===== src/rtl/sample_discriminator_pkg.sv =====
// sample_discriminator_pkg: shared widths, field/group encodings and config word packing
package sample_discriminator_pkg;
  localparam int CHANNELS = 3;
  localparam int TX_CHANNELS = 2;
  localparam int SAMPLE_WIDTH = 16;
  localparam int MAX_DELAY_CYCLES = 64;
  localparam int TIMER_BITS = $clog2(MAX_DELAY_CYCLES);
  localparam int SOURCE_BITS = $clog2(CHANNELS + TX_CHANNELS);
  localparam int CHANNEL_BITS = $clog2(CHANNELS);
  localparam int THR_WIDTH = 2 * CHANNELS * SAMPLE_WIDTH;
  localparam int DLY_WIDTH = 3 * CHANNELS * TIMER_BITS;
  localparam int SRC_WIDTH = CHANNELS * SOURCE_BITS;
  localparam int BYP_WIDTH = CHANNELS;
  typedef enum logic [2:0] {
    LOW_THR, HIGH_THR, START_DLY, STOP_DLY, DIGITAL_DLY, TRIG_SRC, BYPASS, COMMIT
  } field_t;
  typedef enum logic [1:0] {GROUP_THR, GROUP_DLY, GROUP_SRC, GROUP_BYP} group_t;
  typedef logic [CHANNELS-1:0][SAMPLE_WIDTH-1:0] sample_array_t;
  typedef logic [CHANNELS-1:0][TIMER_BITS-1:0] timer_array_t;
  typedef logic [CHANNELS-1:0][SOURCE_BITS-1:0] source_array_t;
  function automatic logic [THR_WIDTH-1:0] pack_thresholds(input sample_array_t low, input sample_array_t high);
    logic [THR_WIDTH-1:0] w;
    w = '0;
    for (int i = 0; i < CHANNELS; i++) w[i*2*SAMPLE_WIDTH +: 2*SAMPLE_WIDTH] = {high[i], low[i]};
    return w;
  endfunction
  function automatic logic [DLY_WIDTH-1:0] pack_delays(input timer_array_t start, input timer_array_t stop,
                                                      input timer_array_t digital);
    logic [DLY_WIDTH-1:0] w;
    w = '0;
    for (int i = 0; i < CHANNELS; i++) w[i*3*TIMER_BITS +: 3*TIMER_BITS] = {digital[i], stop[i], start[i]};
    return w;
  endfunction
  function automatic group_t field_group(input field_t f);
    return (f == LOW_THR || f == HIGH_THR) ? GROUP_THR :
           (f == TRIG_SRC) ? GROUP_SRC :
           (f == BYPASS) ? GROUP_BYP : GROUP_DLY;
  endfunction
endpackage


===== src/rtl/sample_discriminator_config_sequencer_sender.sv =====
// axis_single_word_sender: registered single-beat stream master with a ready timeout
// ports: ps_clk/ps_resetn clock and async active-low reset; start loads word and raises valid;
//        valid/data/ready form the beat; sent pulses on handshake, timed_out on the giving-up edge
module axis_single_word_sender #(
  parameter int DWIDTH = 8,
  parameter int TIMEOUT_CYCLES = 16
) (
  input  logic              ps_clk,
  input  logic              ps_resetn,
  input  logic              start,
  input  logic [DWIDTH-1:0] word,
  input  logic              ready,
  output logic              valid,
  output logic [DWIDTH-1:0] data,
  output logic              sent,
  output logic              timed_out
);
  localparam int CW = $clog2(TIMEOUT_CYCLES + 1);
  logic [CW-1:0] count;
  assign sent = valid && ready;
  // the edge that would bring the stall count to TIMEOUT_CYCLES is the one that gives up
  assign timed_out = valid && !ready && count == CW'(TIMEOUT_CYCLES - 1);
  always_ff @(posedge ps_clk or negedge ps_resetn) begin
    if (!ps_resetn) begin
      valid <= 1'b0;
      data <= '0;
      count <= '0;
    end else if (start) begin
      valid <= 1'b1;
      data <= word;
      count <= '0;
    end else if (sent || timed_out) begin
      valid <= 1'b0;
    end else if (valid) begin
      count <= count + 1'b1;
    end
  end
endmodule


===== src/rtl/sample_discriminator_config_sequencer.sv =====
// sample_discriminator_config_sequencer: shadows discriminator settings and pushes dirty groups on commit
// ports: ps_clk/ps_resetn clock and async active-low reset; cfg_wr_* field write stream (field 7 = commit);
//        ps_thresholds/ps_delays/ps_trigger_select/ps_bypass single-beat stream masters (valid/ready/data/last);
//        busy/done/error/error_group sequence status
module sample_discriminator_config_sequencer
  import sample_discriminator_pkg::*;
#(
  parameter int TIMEOUT_CYCLES = 16
) (
  input  logic                    ps_clk,
  input  logic                    ps_resetn,
  input  logic                    cfg_wr_valid,
  output logic                    cfg_wr_ready,
  input  logic [2:0]              cfg_wr_field,
  input  logic [CHANNEL_BITS-1:0] cfg_wr_channel,
  input  logic [SAMPLE_WIDTH-1:0] cfg_wr_data,
  output logic                    ps_thresholds_valid,
  input  logic                    ps_thresholds_ready,
  output logic [THR_WIDTH-1:0]    ps_thresholds_data,
  output logic                    ps_thresholds_last,
  output logic                    ps_delays_valid,
  input  logic                    ps_delays_ready,
  output logic [DLY_WIDTH-1:0]    ps_delays_data,
  output logic                    ps_delays_last,
  output logic                    ps_trigger_select_valid,
  input  logic                    ps_trigger_select_ready,
  output logic [SRC_WIDTH-1:0]    ps_trigger_select_data,
  output logic                    ps_trigger_select_last,
  output logic                    ps_bypass_valid,
  input  logic                    ps_bypass_ready,
  output logic [BYP_WIDTH-1:0]    ps_bypass_data,
  output logic                    ps_bypass_last,
  output logic                    busy,
  output logic                    done,
  output logic                    error,
  output logic [1:0]              error_group
);
  localparam logic [1:0] IDLE = 2'd0, SCAN = 2'd1, SEND = 2'd2, DONE = 2'd3;
  logic [1:0] state;
  logic [3:0] dirty;
  group_t sel, first;
  field_t field;
  sample_array_t low_thr, high_thr;
  timer_array_t start_dly, stop_dly, digital_dly;
  source_array_t trig_src;
  logic [CHANNELS-1:0] bypass;
  logic wr, in_range, wr_field, wr_commit, start, valid, ready, sent, timed_out;
  logic [THR_WIDTH-1:0] send_word, word;
  assign field = field_t'(cfg_wr_field);
  assign cfg_wr_ready = state == IDLE;
  assign busy = state == SCAN || state == SEND;
  assign done = state == DONE;
  assign wr = cfg_wr_valid && cfg_wr_ready;
  assign in_range = int'(cfg_wr_channel) < CHANNELS;
  assign wr_commit = wr && field == COMMIT;
  assign wr_field = wr && field != COMMIT && in_range;
  assign first = dirty[0] ? GROUP_THR : dirty[1] ? GROUP_DLY : dirty[2] ? GROUP_SRC : GROUP_BYP;
  assign start = state == SCAN && |dirty;
  assign send_word = first == GROUP_THR ? pack_thresholds(low_thr, high_thr) :
                     first == GROUP_DLY ? THR_WIDTH'(pack_delays(start_dly, stop_dly, digital_dly)) :
                     first == GROUP_SRC ? THR_WIDTH'(trig_src) : THR_WIDTH'(bypass);
  assign ready = sel == GROUP_THR ? ps_thresholds_ready :
                 sel == GROUP_DLY ? ps_delays_ready :
                 sel == GROUP_SRC ? ps_trigger_select_ready : ps_bypass_ready;
  assign ps_thresholds_valid = valid && sel == GROUP_THR;
  assign ps_delays_valid = valid && sel == GROUP_DLY;
  assign ps_trigger_select_valid = valid && sel == GROUP_SRC;
  assign ps_bypass_valid = valid && sel == GROUP_BYP;
  assign ps_thresholds_last = ps_thresholds_valid;
  assign ps_delays_last = ps_delays_valid;
  assign ps_trigger_select_last = ps_trigger_select_valid;
  assign ps_bypass_last = ps_bypass_valid;
  assign ps_thresholds_data = word;
  assign ps_delays_data = word[DLY_WIDTH-1:0];
  assign ps_trigger_select_data = word[SRC_WIDTH-1:0];
  assign ps_bypass_data = word[BYP_WIDTH-1:0];
  axis_single_word_sender #(.DWIDTH(THR_WIDTH), .TIMEOUT_CYCLES(TIMEOUT_CYCLES)) u_sender (
    .ps_clk(ps_clk),
    .ps_resetn(ps_resetn),
    .start(start),
    .word(send_word),
    .ready(ready),
    .valid(valid),
    .data(word),
    .sent(sent),
    .timed_out(timed_out)
  );
  always_ff @(posedge ps_clk or negedge ps_resetn) begin
    if (!ps_resetn) begin
      low_thr <= '0;
      high_thr <= '0;
      start_dly <= '0;
      stop_dly <= '0;
      digital_dly <= '0;
      bypass <= '1;
      for (int i = 0; i < CHANNELS; i++) trig_src[i] <= SOURCE_BITS'(i);
    end else if (wr_field) begin
      case (field)
        LOW_THR:     low_thr[cfg_wr_channel] <= cfg_wr_data;
        HIGH_THR:    high_thr[cfg_wr_channel] <= cfg_wr_data;
        START_DLY:   start_dly[cfg_wr_channel] <= cfg_wr_data[TIMER_BITS-1:0];
        STOP_DLY:    stop_dly[cfg_wr_channel] <= cfg_wr_data[TIMER_BITS-1:0];
        DIGITAL_DLY: digital_dly[cfg_wr_channel] <= cfg_wr_data[TIMER_BITS-1:0];
        TRIG_SRC:    trig_src[cfg_wr_channel] <= cfg_wr_data[SOURCE_BITS-1:0];
        BYPASS:      bypass[cfg_wr_channel] <= cfg_wr_data[0];
        default:     ;
      endcase
    end
  end
  // writes only land in IDLE and handshakes only in SEND, so the three updates never collide
  always_ff @(posedge ps_clk or negedge ps_resetn) begin
    if (!ps_resetn) dirty <= '0;
    else if (wr_commit && cfg_wr_data[0]) dirty <= '1;
    else if (wr_field) dirty[field_group(field)] <= 1'b1;
    else if (sent) dirty[sel] <= 1'b0;
  end
  always_ff @(posedge ps_clk or negedge ps_resetn) begin
    if (!ps_resetn) begin
      state <= IDLE;
      sel <= GROUP_THR;
      error <= 1'b0;
      error_group <= 2'd0;
    end else begin
      case (state)
        IDLE: if (wr_commit) begin
          state <= SCAN;
          error <= 1'b0;
        end
        SCAN: begin
          state <= |dirty ? SEND : DONE;
          sel <= first;
        end
        SEND: if (sent) state <= SCAN;
        else if (timed_out) begin
          state <= IDLE;
          error <= 1'b1;
          error_group <= sel;
        end
        default: state <= IDLE;
      endcase
    end
  end
endmodule


===== config.mk =====
export PLATFORM = sky130hd
export DESIGN_NAME = sample_discriminator_config_sequencer
export DESIGN_NICKNAME = d
export VERILOG_FILES = /design/src/rtl/sample_discriminator_pkg.sv /design/src/rtl/sample_discriminator_config_sequencer_sender.sv /design/src/rtl/sample_discriminator_config_sequencer.sv
export SDC_FILE = /design/constraint.sdc
export NUM_CORES = 1
export LEC_CHECK = 0
export BUFFER_PORTS_ARGS = -buffer_cell sky130_fd_sc_hd__buf_2
export CORE_UTILIZATION = 55
export DETAILED_ROUTE_END_ITERATION = 12
export PLACE_DENSITY = 0.75
export SLEW_MARGIN = 20
export SYNTH_ARGS = -nofsm -noshare
export SYNTH_HDL_FRONTEND = slang
export SYNTH_SLANG_ARGS = --single-unit
export TNS_END_PERCENT = 30

===== constraint.sdc =====
create_clock -name ps_clk -period 4.9 [get_ports ps_clk]
set_clock_uncertainty 0.15 [all_clocks]
set_input_delay 0.49 -clock ps_clk [delete_from_list [all_inputs] [get_ports ps_clk]]
set_output_delay 0.49 -clock ps_clk [all_outputs]
set_load 0.03 [all_outputs]

Word-level counts from Yosys, hierarchy flattened
Index checks and enable logic that the tools add are counted.
Widths: inputs -> output; s select.
- logic and storage cells: 149
- register bits: 275
- output and inout port bits: 176
- bits of input ports: 28
- bitwise gates (word level): 4
- mux-type cells: 48
- eq/ne operators: 22
- $add $sub $neg: 1
- $lt $le $gt $ge: 7
- reductions and logical operators: 40
- operators with widths (kind ; count):
    $bwmux 48 ; 2
    $mux 96 ; 1
    $bwmux 18 ; 3
    $mux 54 ; 1
    $demux 16 s2 ; 1
    $reduce_and 2->1 ; 9
    $logic_and 1x1->1 ; 16
    $mux 16 ; 1
    $mux 2 ; 8
    $mux 5 ; 3
    $mux 1 ; 13
    $demux 6 s2 ; 1
    $eq 3x3->1 const B ; 4
    $mux 4 ; 3
    $eq 2x2->1 const B ; 5
    $bwmux 9 ; 1
    $lt 2x3->1 const B ; 3
    $mux 9 ; 1
    $demux 1 s2 ; 3
    $demux 3 s2 ; 1
    $eq 2x1->1 const B ; 3
    $eq 3x2->1 const B ; 2
    $ge 2x1->1 const B ; 3
    $logic_not 2->1 ; 3
    25 further kinds ; 31

Depth between registers and ports, before layout
- depth after elaboration: 11
- mapped depth: 8
- gate-level depth less buffers: 7

Modules after synthesis
From an unflattened synthesis, not the netlist that was laid out.
- cell total of the unflattened synthesis: 888
- area, all modules: 12490.7 µm²
- modules (own cells, without submodules) (module ; cells an instance ; area each (µm²) ; instances):
    sample_discriminator_config_sequencer ; 658 ; 8615.8 ; 1
    axis_single_word_sender ; 230 ; 3875.0 ; 1

Least setup slack after synthesis
OpenSTA, ideal clock, no wires.
- kind: reg-to-reg
- start point: reg state[0]
- end point: reg low_thr[22] in the netlist's numbering
- path slack: 2.476 ns
- arrival: 2.150 ns
- stages on the path, launching flop included: 8
- data required time: 4.625 ns
- clock period less this slack: 2.424 ns
- library setup time: 0.125 ns
- cell sequence: dfrtp_1 -> inv_1 -> ha_1 -> nand2_1 -> or3_4 -> nor3_4 -> buf_6 -> mux2_2
- word-level cells in the longest chain between the ends: 5
- ends and longest elaborated chain (element ; line ; text):
    from (decl) ; sample_discriminator_config_sequencer.sv:39 ; logic [1:0] state;
    from (signal assigned) ; sample_discriminator_config_sequencer.sv:130 ; state <= |dirty ? SEND : DONE;
    $logic_not 2->1 ; sample_discriminator_config_sequencer.sv:50 ; assign cfg_wr_ready = state == IDLE;
    via cfg_wr_ready ; sample_discriminator_config_sequencer.sv:13 ; output logic cfg_wr_ready,
    $logic_and 1x1->1 ; sample_discriminator_config_sequencer.sv:53 ; assign wr = cfg_wr_valid && cfg_wr_ready;
    $logic_and 1x1->1 (2 in series) ; sample_discriminator_config_sequencer.sv:56 ; assign wr_field = wr && field != COMMIT && in_range;
    $reduce_and 2->1 (no line) ; - ;
    to (signal, indexed assignment) ; sample_discriminator_config_sequencer.sv:99 ; LOW_THR: low_thr[cfg_wr_channel] <= cfg_wr_data;
    to (decl) ; sample_discriminator_config_sequencer.sv:43 ; sample_array_t low_thr, high_thr;
The timed path passes the listed nets, and every way through them passes these cells.
A chain may end at the register's enable or synchronous reset.

Final worst setup path
- start point: reg state[1]
- end point: reg u_sender.data[14]
- word-level cells in the longest chain between the ends: 2
- ends and longest elaborated chain (element ; line ; text):
    $eq 2x1->1 ; sample_discriminator_config_sequencer.sv:58 ; assign start = state == SCAN && |dirty;
    $logic_and 1x1->1 ; sample_discriminator_config_sequencer.sv:58 ;
    to (signal assigned) ; sample_discriminator_config_sequencer_sender.sv:30 ; data <= word;
    to (decl) ; sample_discriminator_config_sequencer_sender.sv:14 ; output logic [DWIDTH-1:0] data,
Every way passes these cells.

==> out/qor.csv <==
metric,value,unit
ys_seq_area_share,57.9,%
required,5210,ps
cts_made_buffers,28,
r2r_slack,2010,ps
h-tree-depth,1,
synth_top_area_share,56.8,%
routed-wl-met2,13100,um
top_layer_used,met5,
fin_tns_setup,0,ps
syn_avg_cell_area,11.9,um^2
ys.flop_type,dfrtp_1,
power_density,702,nW/um^2
gp_congestion,0.837,
cp-start-kind,flip-flop,
syn_inst,998,
synth_most_common_cell,dfrtp_1,
cap_violations,0,
outcome,completed,
drtAntennaViolNets,0,
drive_gt1_share,39.8,%
grt_pass1_wl,43200,um
multi_input_area,4180,um^2
area_growth,13.3,%
grt_usage,25.3,%
critPathKind,reg2reg,
wl_met1,12100,um
die_x,149,um
synth_area,11900,um^2
yosys_register_bits,275,
worstPathArrival,3200,ps
viasPerCell,5.62,
antenna_found_initial,4,
start_util,56.4,%
dr.pass1.iters,4,
finalPower,9.45,mW
ios,204,
wirelength,27300,um
grt_setup_unrepaired,false,
worst-path-max-fanout,48,
finalSetupViolCount,0,
cts_sinks,275,
dp_hpwl,17100,um
fill_cells,1631,
dpl_worst_slack,2050,ps
fin_crit,2890,ps
endpoint_kind,flip-flop,
synth.distinct_cells,42,
hold_viol_final,0,
post_cts_buffers,0,
wl_per_cell,19.4,um
maxSlewHeadroom,31.6,%
grt_overflow_total,0,
synth_area_leaders,"dfrtp_1 (57%), mux2_2 (16%), buf_4 (4.6%)",
port_buffers,203,
synth_nets,1034,
final_util,63.9,%
synthTopCellsByCount,"dfrtp_1 (270), mux2_2 (169), nor2_1 (113)",
coreArea,21100,um^2
max-vdd-ir-drop,0.000423,V
clkTransAtPathRegs,60,ps
holdWs,182,ps
async_reset_ff_share,100,%
drc,0,
slew_violations,0,
finalInstanceArea,13500,um^2
fin_nets,1141,
grt_pass1_vias,7679,
yosys_warnings,0,
setup_slack,2010,ps
tightest_slew,1030,ps
wl_met3,1610,um
cts_resized,0,
cts_tree,yes,
synth-edff-count,0,
clockBufferDepth,3,
clock_latency,540,ps
finalCritPeriodShare,59.0,%
p_leak,6.93,nW
dieArea,22200,um^2
hp-class,in2reg,
place_inst,1349,
fmax,346,MHz
vias,7890,
initialDrtViolationCount,549,
root_buffer,clkbuf_16,
die_y,149,um
grt_max_degree,123,
placed_area,12500,um^2
seq_area,6890,um^2
synth_area_leader_cell,dfrtp_1,
final_cells,1403,
num_rows,53,
## final timing paths
path,from,end,cells past startpoint
max,state[1]$_DFFE_PN0P_,u_sender.data[14]$_DFFE_PN0P_,7
min,cfg_wr_field[2],dirty[0]$_DFFE_PN0P_,2
max reg2reg,state[1]$_DFFE_PN0P_,u_sender.data[14]$_DFFE_PN0P_,7
min reg2reg,u_sender.data[58]$_DFFE_PN0P_,u_sender.data[58]$_DFFE_PN0P_,2
max in group asynchronous,ps_resetn,u_sender.data[56]$_DFFE_PN0P_,3
min in group asynchronous,ps_resetn,u_sender.data[94]$_DFFE_PN0P_,2
## placed cells by master (no fill, tap or decap), types with 4 or more instances in the layout
cell and n:
mux2_2 169, o31ai_1 9, nor2_1 113, a21oi_1 6, a221oi_1 51, buf_2 202, ha_1 7, clkinv_2 11
nand2_1 108, nor2b_1 11, nand2b_1 6, nor3_1 4, dfstp_2 5, inv_1 5, buf_4 6, clkbuf_8 6
dfrtp_1 269, nand3_1 47, clkbuf_16 29, o21ai_0 12, mux2i_1 8
## power breakdown
part / switching [mW] / total, mW / internal, mW / leakage [nW]
Clock: 0.879 / 2.10 / 1.22 / 0.461
Combinational: 2.60 / 3.78 / 1.19 / 2.85
Sequential: 0.550 / 3.57 / 3.02 / 3.61
## worst max-delay path: stages (launching register included)
cell and delay [ps]:
dfrtp_1 430, inv_1 130, ha_2 180, buf_4 440, nor2b_4 900, buf_4 380
nor2_1 60, nor2_1 140
## layer usage
layer,vias to the layer above,track usage (%)
met5,-,0
met4,4,5.46
met3,39,3.73
met2,265,41.3
met1,3992,36.1
li1,3590,-
## repair_timing
| item | 4_1_cts | 5_1_grt |
|---|---|---|
| hold buffers | 1 | 0 |
| setup endpoints to repair | 0 | 0 |
| endpoints found under the hold margin | 116 | 0 |
## sequential cells by signal (all words and copies together) (netlist names)
signal          flops
u_sender.data      96
high_thr           48
low_thr            48
digital_dly        18
start_dly          18
stop_dly           18
trig_src            9
u_sender.count      5
dirty               4
bypass              3
error_group         2
sel                 2
state               2
error               1
u_sender.valid      1
## cells by family after synthesis
| family | synth area share [%] |
|---|---|
| and+or+nand+nor | 11.6 |
| DFF | 57.9 |
| muxes | 16.9 |
| buffers and inverters | 7.17 |
| AOI/OAI and AO/OA | 5.51 |
| adders and majority gates | 0.842 |
| xor gates and xnor gates | 0.0737 |
## cell type report
| class | instances | area share, % |
|---|---|---|
| antenna | 1 | 0.0186 |
| multi-input combinational | 583 | 31.0 |
| timing repair buffer | 212 | 8.32 |
| clock buffer | 38 | 6.08 |
| sequential | 275 | 51.1 |
| tap | 275 | 2.55 |
| inverter | 5 | 0.139 |
| clock inverter | 14 | 0.743 |
No activity file was read; power rests on OpenSTA's default activity.
